--- config.mk ---
export PLATFORM = sky130hd
export DESIGN_NAME = display_console
export DESIGN_NICKNAME = d
export VERILOG_FILES = /design/src/rtl/display_console.sv
export SDC_FILE = /design/constraint.sdc
export NUM_CORES = 1
export LEC_CHECK = 0
export BUFFER_PORTS_ARGS = -buffer_cell sky130_fd_sc_hd__buf_4
export CORE_ASPECT_RATIO = 1.5
export CORE_MARGIN = 10
export CORE_UTILIZATION = 51
export CTS_CLUSTER_SIZE = 25
export DETAILED_ROUTE_END_ITERATION = 7
export PLACE_DENSITY_LB_ADDON = 0.2
export SYNTH_ARGS = -nofsm -noshare
export SYNTH_HDL_FRONTEND = slang
export SYNTH_SLANG_ARGS = --single-unit
--- constraint.sdc ---
create_clock -name clk -period 3.5 [get_ports clk]
set_input_delay 0.525 -clock clk [delete_from_list [all_inputs] [get_ports clk]]
set_output_delay 0.525 -clock clk [all_outputs]
set_load 0.005 [all_outputs]
--- src/rtl/display_console.sv ---
// rtl/display_console.sv - character console writer; optional CLEAR_SCREEN on FF gated by CONSOLE_CLEAR_SCREEN_EN
module display_console #(
   parameter int COLS = 80,
   parameter int ROWS = 30
) (
   input  logic        clk,
   input  logic        reset,
   input  logic        char_valid,
   input  logic [6:0]  char_data,
   output logic        char_ready,
   output logic        write_enable,
   output logic [11:0] address,
   output logic [6:0]  write_data,
   output logic [6:0]  cursor_col,
   output logic [4:0]  cursor_row
);

   localparam logic [11:0] COLS_W    = 12'(COLS);
   localparam logic [6:0]  COL_LAST  = 7'(COLS - 1);
   localparam logic [4:0]  ROW_LAST  = 5'(ROWS - 1);
   localparam logic [11:0] LINE_LAST = 12'(COLS - 1);
`ifdef CONSOLE_CLEAR_SCREEN_EN
   localparam logic [11:0] SCREEN_LAST = 12'(COLS * ROWS - 1);
`endif
   localparam logic [6:0]  SPACE     = 7'h20;

   typedef enum logic [1:0] {
      IDLE       = 2'd0,
      CLEAR_LINE = 2'd1
`ifdef CONSOLE_CLEAR_SCREEN_EN
      ,
      CLEAR_SCREEN = 2'd2
`endif
   } state_t;

   state_t      state_q, state_d;
   logic [6:0]  col_q, col_d;
   logic [4:0]  row_q, row_d;
   logic        we_q, we_d;
   logic [11:0] addr_q, addr_d;
   logic [6:0]  wdata_q, wdata_d;
   logic [11:0] idx_q, idx_d;
   logic [11:0] base_q, base_d;

   logic [11:0] cur_addr;
   logic [4:0]  row_inc;
   logic [11:0] row_inc_base;

   // Cursor cell address and the base of the row a row advance would land on.
   always_comb begin
      cur_addr     = 12'(row_q) * COLS_W + 12'(col_q);
      row_inc      = (row_q == ROW_LAST) ? 5'd0 : row_q + 5'd1;
      row_inc_base = 12'(row_inc) * COLS_W;
   end

   assign char_ready   = (state_q == IDLE);
   assign write_enable = we_q;
   assign address      = addr_q;
   assign write_data   = wdata_q;
   assign cursor_col   = col_q;
   assign cursor_row   = row_q;

   // Next-state: decode accepted characters in IDLE, stream space writes while clearing.
   always_comb begin
      state_d = state_q;
      col_d   = col_q;
      row_d   = row_q;
      we_d    = 1'b0;
      addr_d  = addr_q;
      wdata_d = wdata_q;
      idx_d   = idx_q;
      base_d  = base_q;
      unique case (state_q)
         IDLE: begin
            if (char_valid) begin
               if (char_data >= 7'h20 && char_data <= 7'h7E) begin
                  we_d    = 1'b1;
                  addr_d  = cur_addr;
                  wdata_d = char_data;
                  if (col_q == COL_LAST) begin
                     col_d   = 7'd0;
                     row_d   = row_inc;
                     base_d  = row_inc_base;
                     idx_d   = 12'd0;
                     state_d = CLEAR_LINE;
                  end else begin
                     col_d = col_q + 7'd1;
                  end
               end else begin
                  case (char_data)
                     7'h0A: begin
                        col_d   = 7'd0;
                        row_d   = row_inc;
                        base_d  = row_inc_base;
                        idx_d   = 12'd0;
                        state_d = CLEAR_LINE;
                     end
                     7'h0D: col_d = 7'd0;
                     7'h08: begin
                        // Backspace at column 0 does nothing.
                        if (col_q != 7'd0) begin
                           col_d   = col_q - 7'd1;
                           we_d    = 1'b1;
                           addr_d  = cur_addr - 12'd1;
                           wdata_d = SPACE;
                        end
                     end
`ifdef CONSOLE_CLEAR_SCREEN_EN
                     7'h0C: begin
                        idx_d   = 12'd0;
                        state_d = CLEAR_SCREEN;
                     end
`endif
                     default: ;
                  endcase
               end
            end
         end
         CLEAR_LINE: begin
            we_d    = 1'b1;
            addr_d  = base_q + idx_q;
            wdata_d = SPACE;
            idx_d   = idx_q + 12'd1;
            if (idx_q == LINE_LAST) begin
               state_d = IDLE;
            end
         end
`ifdef CONSOLE_CLEAR_SCREEN_EN
         CLEAR_SCREEN: begin
            we_d    = 1'b1;
            addr_d  = idx_q;
            wdata_d = SPACE;
            idx_d   = idx_q + 12'd1;
            if (idx_q == SCREEN_LAST) begin
               col_d   = 7'd0;
               row_d   = 5'd0;
               state_d = IDLE;
            end
         end
`endif
         default: state_d = IDLE;
      endcase
   end

   // State and registered write port; reset abandons any clear in progress.
   always_ff @(posedge clk) begin
      if (reset) begin
         state_q <= IDLE;
         col_q   <= 7'd0;
         row_q   <= 5'd0;
         we_q    <= 1'b0;
         addr_q  <= 12'd0;
         wdata_q <= 7'd0;
         idx_q   <= 12'd0;
         base_q  <= 12'd0;
      end else begin
         state_q <= state_d;
         col_q   <= col_d;
         row_q   <= row_d;
         we_q    <= we_d;
         addr_q  <= addr_d;
         wdata_q <= wdata_d;
         idx_q   <= idx_d;
         base_q  <= base_d;
      end
   end

endmodule

==> impl_metrics.prom <==
# TYPE chip_impl_metric gauge
chip_impl_metric{name="cap_viol_max_count",unit=""} 0
chip_impl_metric{name="final_util",unit="%"} 59.11
chip_impl_metric{name="die_area",unit="um2"} 10830
chip_impl_metric{name="netlist_instances",unit=""} 435
chip_impl_metric{name="ys_ff_latch",unit=""} 51
chip_impl_metric{name="internal_power",unit="mW"} 0.8153
chip_impl_metric{name="power.leakage",unit="nW"} 1.767
chip_impl_metric{name="post-route-drc-count",unit=""} 0
chip_impl_info{name="cts_tree",value="yes"} 1
chip_impl_metric{name="pwr_cell_area",unit="nW/um2"} 282.0
chip_impl_metric{name="design.final.nets",unit=""} 511
chip_impl_metric{name="floorplan.die.height",unit="um"} 122.6
chip_impl_metric{name="drt-total-wl",unit="mm"} 8.858
chip_impl_metric{name="hold_buffer_count_at_cts",unit=""} 0
chip_impl_metric{name="post-layout-total-power",unit="mW"} 1.142
chip_impl_metric{name="flow.area_growth_from_synthesis",unit="%"} 13.26
chip_impl_metric{name="detail-route-antenna-nets",unit=""} 0
chip_impl_metric{name="antenna_cells",unit=""} 0
chip_impl_info{name="synth_area_leader_cell",value="dfxtp_1"} 1
chip_impl_metric{name="cts_resized",unit=""} 0
chip_impl_metric{name="route.vias.total",unit=""} 3242
chip_impl_metric{name="track_usage",unit="%"} 16.68
chip_impl_metric{name="cts_num_sinks",unit=""} 51
chip_impl_metric{name="pin_count_of_the_biggest_net_entering_global_routing",unit=""} 37
chip_impl_metric{name="detail_route.iter0.violations",unit=""} 162
chip_impl_metric{name="synth.net_count",unit=""} 477
chip_impl_metric{name="ys_seq_area_share",unit="%"} 28.55
chip_impl_metric{name="fin_worst_skew",unit="ns"} 0.01261
chip_impl_metric{name="power.switching_fraction",unit="%"} 28.63
chip_impl_metric{name="drive_gt1_share",unit="%"} 14.68
chip_impl_metric{name="grt-ovfl-total",unit=""} 0
chip_impl_info{name="synth_flop_cell",value="dfxtp_1"} 1
chip_impl_metric{name="port-buffer-count",unit=""} 42
chip_impl_metric{name="critPathRequiredTime",unit="ns"} 3.71
chip_impl_info{name="setup_repair_after_global_routing_missed_its_margin",value="false"} 1
chip_impl_metric{name="final_hold_vios",unit=""} 0
chip_impl_info{name="cts_root_buffer",value="clkbuf_8"} 1
chip_impl_info{name="post_synth_main_area_contributors",value="dfxtp_1 29%, ha_1 9.8%, a21oi_1 5.3%"} 1
chip_impl_metric{name="die_width",unit="um"} 88.37
chip_impl_metric{name="post_synth_instance_area",unit="um2"} 3576
chip_impl_metric{name="gp_routability_congestion",unit=""} 0.9008
chip_impl_metric{name="h_tree_depth",unit=""} 2
chip_impl_metric{name="synth_top_area_share",unit="%"} 28.55
chip_impl_metric{name="finalSetupViolations",unit=""} 0
chip_impl_metric{name="critical_path.max_fanout",unit=""} 8
chip_impl_metric{name="tightest_slew",unit="ns"} 0.8427
chip_impl_metric{name="syn_area_per_cell",unit="um2"} 8.221
chip_impl_metric{name="via_count_of_the_first_global_routing_pass",unit=""} 3076
chip_impl_metric{name="floorplan.initialDensity",unit="%"} 52.19
chip_impl_metric{name="number_of_enable_flip_flop_cells_after_synthesis",unit=""} 0
chip_impl_metric{name="clkTransAtPathRegs",unit="ns"} 0.10
chip_impl_metric{name="placeableCoreArea",unit="um2"} 6852
chip_impl_metric{name="routed_via_density",unit=""} 5.916
chip_impl_metric{name="global_route_wire_length_before_repair",unit="mm"} 14.77
chip_impl_metric{name="fin_setup_tns",unit="ns"} 0
chip_impl_info{name="hold_class",value="in -> reg"} 1
chip_impl_metric{name="avgRoutedWirePerCell",unit="um"} 16.16
chip_impl_info{name="critical_path_class",value="reg -> reg"} 1
chip_impl_metric{name="combinationalPowerShare",unit="%"} 14.0
chip_impl_metric{name="drt_pass1_iterations",unit=""} 4
chip_impl_metric{name="async_reset_ff_share",unit="%"} 0
chip_impl_metric{name="power.switching",unit="mW"} 0.3270
chip_impl_metric{name="clockPowerShare",unit="%"} 32.5
chip_impl_metric{name="fmax",unit="MHz"} 336.0
chip_impl_metric{name="max-slew-margin-rel",unit="%"} 43.23
chip_impl_metric{name="total_of_fill_cells_in_the_finished_design",unit=""} 634
chip_impl_metric{name="dp_hpwl",unit="mm"} 6.715
chip_impl_metric{name="clock_insertion_delay_worst_skew",unit="ns"} 0.32
chip_impl_info{name="post_synth_most_frequent_cells",value="51 x dfxtp_1, 48 x nor2_1, 38 x a21oi_1, 28 x ha_1, 26 x nand2_1"} 1
chip_impl_info{name="synthMostInstantiatedCell",value="dfxtp_1"} 1
chip_impl_metric{name="number_of_max_slew_violations_in_the_final_report",unit=""} 0
chip_impl_metric{name="vdd_ir_drop_max",unit="mV"} 0.1639
chip_impl_metric{name="number_of_cell_rows",unit=""} 37
chip_impl_metric{name="postCtsSetupRepairBufs",unit=""} 0
chip_impl_info{name="startpoint_class",value="flip-flop"} 1
chip_impl_metric{name="final.min_clock_period",unit="ns"} 2.976
chip_impl_metric{name="synth-warning-count",unit=""} 0
chip_impl_metric{name="clockBufferDepth",unit=""} 2
chip_impl_metric{name="cp_data_arrival_time",unit="ns"} 3.19
chip_impl_metric{name="cts_buffers",unit=""} 5
chip_impl_info{name="run_status",value="completed"} 1
chip_impl_metric{name="grt_antenna_before_repair",unit=""} 0
chip_impl_metric{name="synth.lib_cells_used.distinct",unit=""} 62
chip_impl_metric{name="share_seq_of_total_power",unit="%"} 53.5
chip_impl_metric{name="design.portCount",unit=""} 43
chip_impl_info{name="crit_path_end_kind",value="flip-flop"} 1
chip_impl_metric{name="min_period_over_period",unit="%"} 85.03
[power groups by stage]
stage               registers (mW)  clock network, mW  logic [mW]
CTS                          0.612              0.380       0.161
global route                 0.614              0.402       0.177
finish                       0.612              0.371       0.160
floorplan                    0.622                  0      0.0969
detailed placement           0.625                  0       0.160
global placement             0.625                  0       0.157
[critical path, cell delays in order, from the launching register on]
cell,delay [ns]
dfxtp_1,0.48
ha_1,0.30
ha_1,0.22
fa_1,0.44
xor3_1,0.40
and3_1,0.19
nor4_1,0.19
o221ai_1,0.18
and3b_1,0.22
a211o_1,0.26
[worst paths after layout]
| kind | startpoint | end | slack [ns] | cells after the start |
|---|---|---|---|---|
| hold / removal | char_data[6] | write_data[5]$_SDFFE_PP0P_ | 0.43 | 2 |
| setup reg to reg | cursor_row[3]$_SDFFE_PP0P_ | address[11]$_SDFFE_PP0P_ | 0.52 | 9 |
| hold reg to reg | write_data[6]$_SDFFE_PP0P_ | write_data[6]$_SDFFE_PP0P_ | 0.46 | 2 |
| setup / recovery | cursor_row[3]$_SDFFE_PP0P_ | address[11]$_SDFFE_PP0P_ | 0.52 | 9 |
[flip-flops by register name (all words and copies together), names as in the netlist]
register      cells
base_q            6
cursor_col        7
state_q           1
address          12
write_data        7
cursor_row        5
idx_q            12
write_enable      1
[metal layers]
layer / global-route usage, % / vias up / routed length [um]
li1: - / 1646 / -
met1: 19.47 / 1511 / 3845
met2: 29.50 / 73 / 4332
met3: 3.316 / 12 / 478
met4: 5.375 / 0 / 201
met5: 0 / - / 0
[per-stage QoR]
stage / hold WS, ns / area (um2) / setup WS [ns] / cells
6_report: 0.4347 / 4050 / 0.5240 / 548
5_1_grt: 0.4320 / 4050 / 0.3573 / 548
4_1_cts: 0.4250 / 4050 / 0.5446 / 548
3_5_place_dp: 0.4449 / 3953 / 0.5124 / 540
3_3_place_gp: 0.4389 / 3953 / 0.5862 / 540
2_1_floorplan: 0.4483 / 3576 / 0.7685 / 435
[cell usage in the layout, fill, tap and decap left out, types with 9 or more instances in the layout]
master | Yosys | routed
dfxtp_1 | 51 | 51
nor2_1 | 48 | 48
xnor2_1 | 19 | 19
mux2i_1 | 10 | 10
inv_1 | 17 | 17
and3_1 | 9 | 9
ha_1 | 28 | 28
a21oi_1 | 38 | 38
o21ai_0 | 12 | 12
nand2_1 | 26 | 26
xor2_1 | 14 | 14
nand3_1 | 15 | 15
buf_4 | 3 | 52
[kinds of logic after synthesis]
kind of cell,after synthesis,share of synthesized area [%]
muxes,10,2.799
buffers and inverters,42,4.898
and+or+nand+nor,147,20.82
xor gates and xnor gates,34,8.747
adders and majority gates,32,12.04
DFF,51,28.55
AOI/OAI and AO/OA,119,22.15
[layout make-up]
cell class                 instances  area [um2]  share of cell area (%)
multi-input combinational        342        2380                   58.76
sequential                        51        1021                   25.21
timing repair buffer              52       390.4                   9.639
tap                               78       97.59                   2.410
clock buffer                       5       68.82                   1.699
inverter                          17       63.81                   1.576
clock inverter                     3       28.78                  0.7105
(Power assumes the default switching activity.)
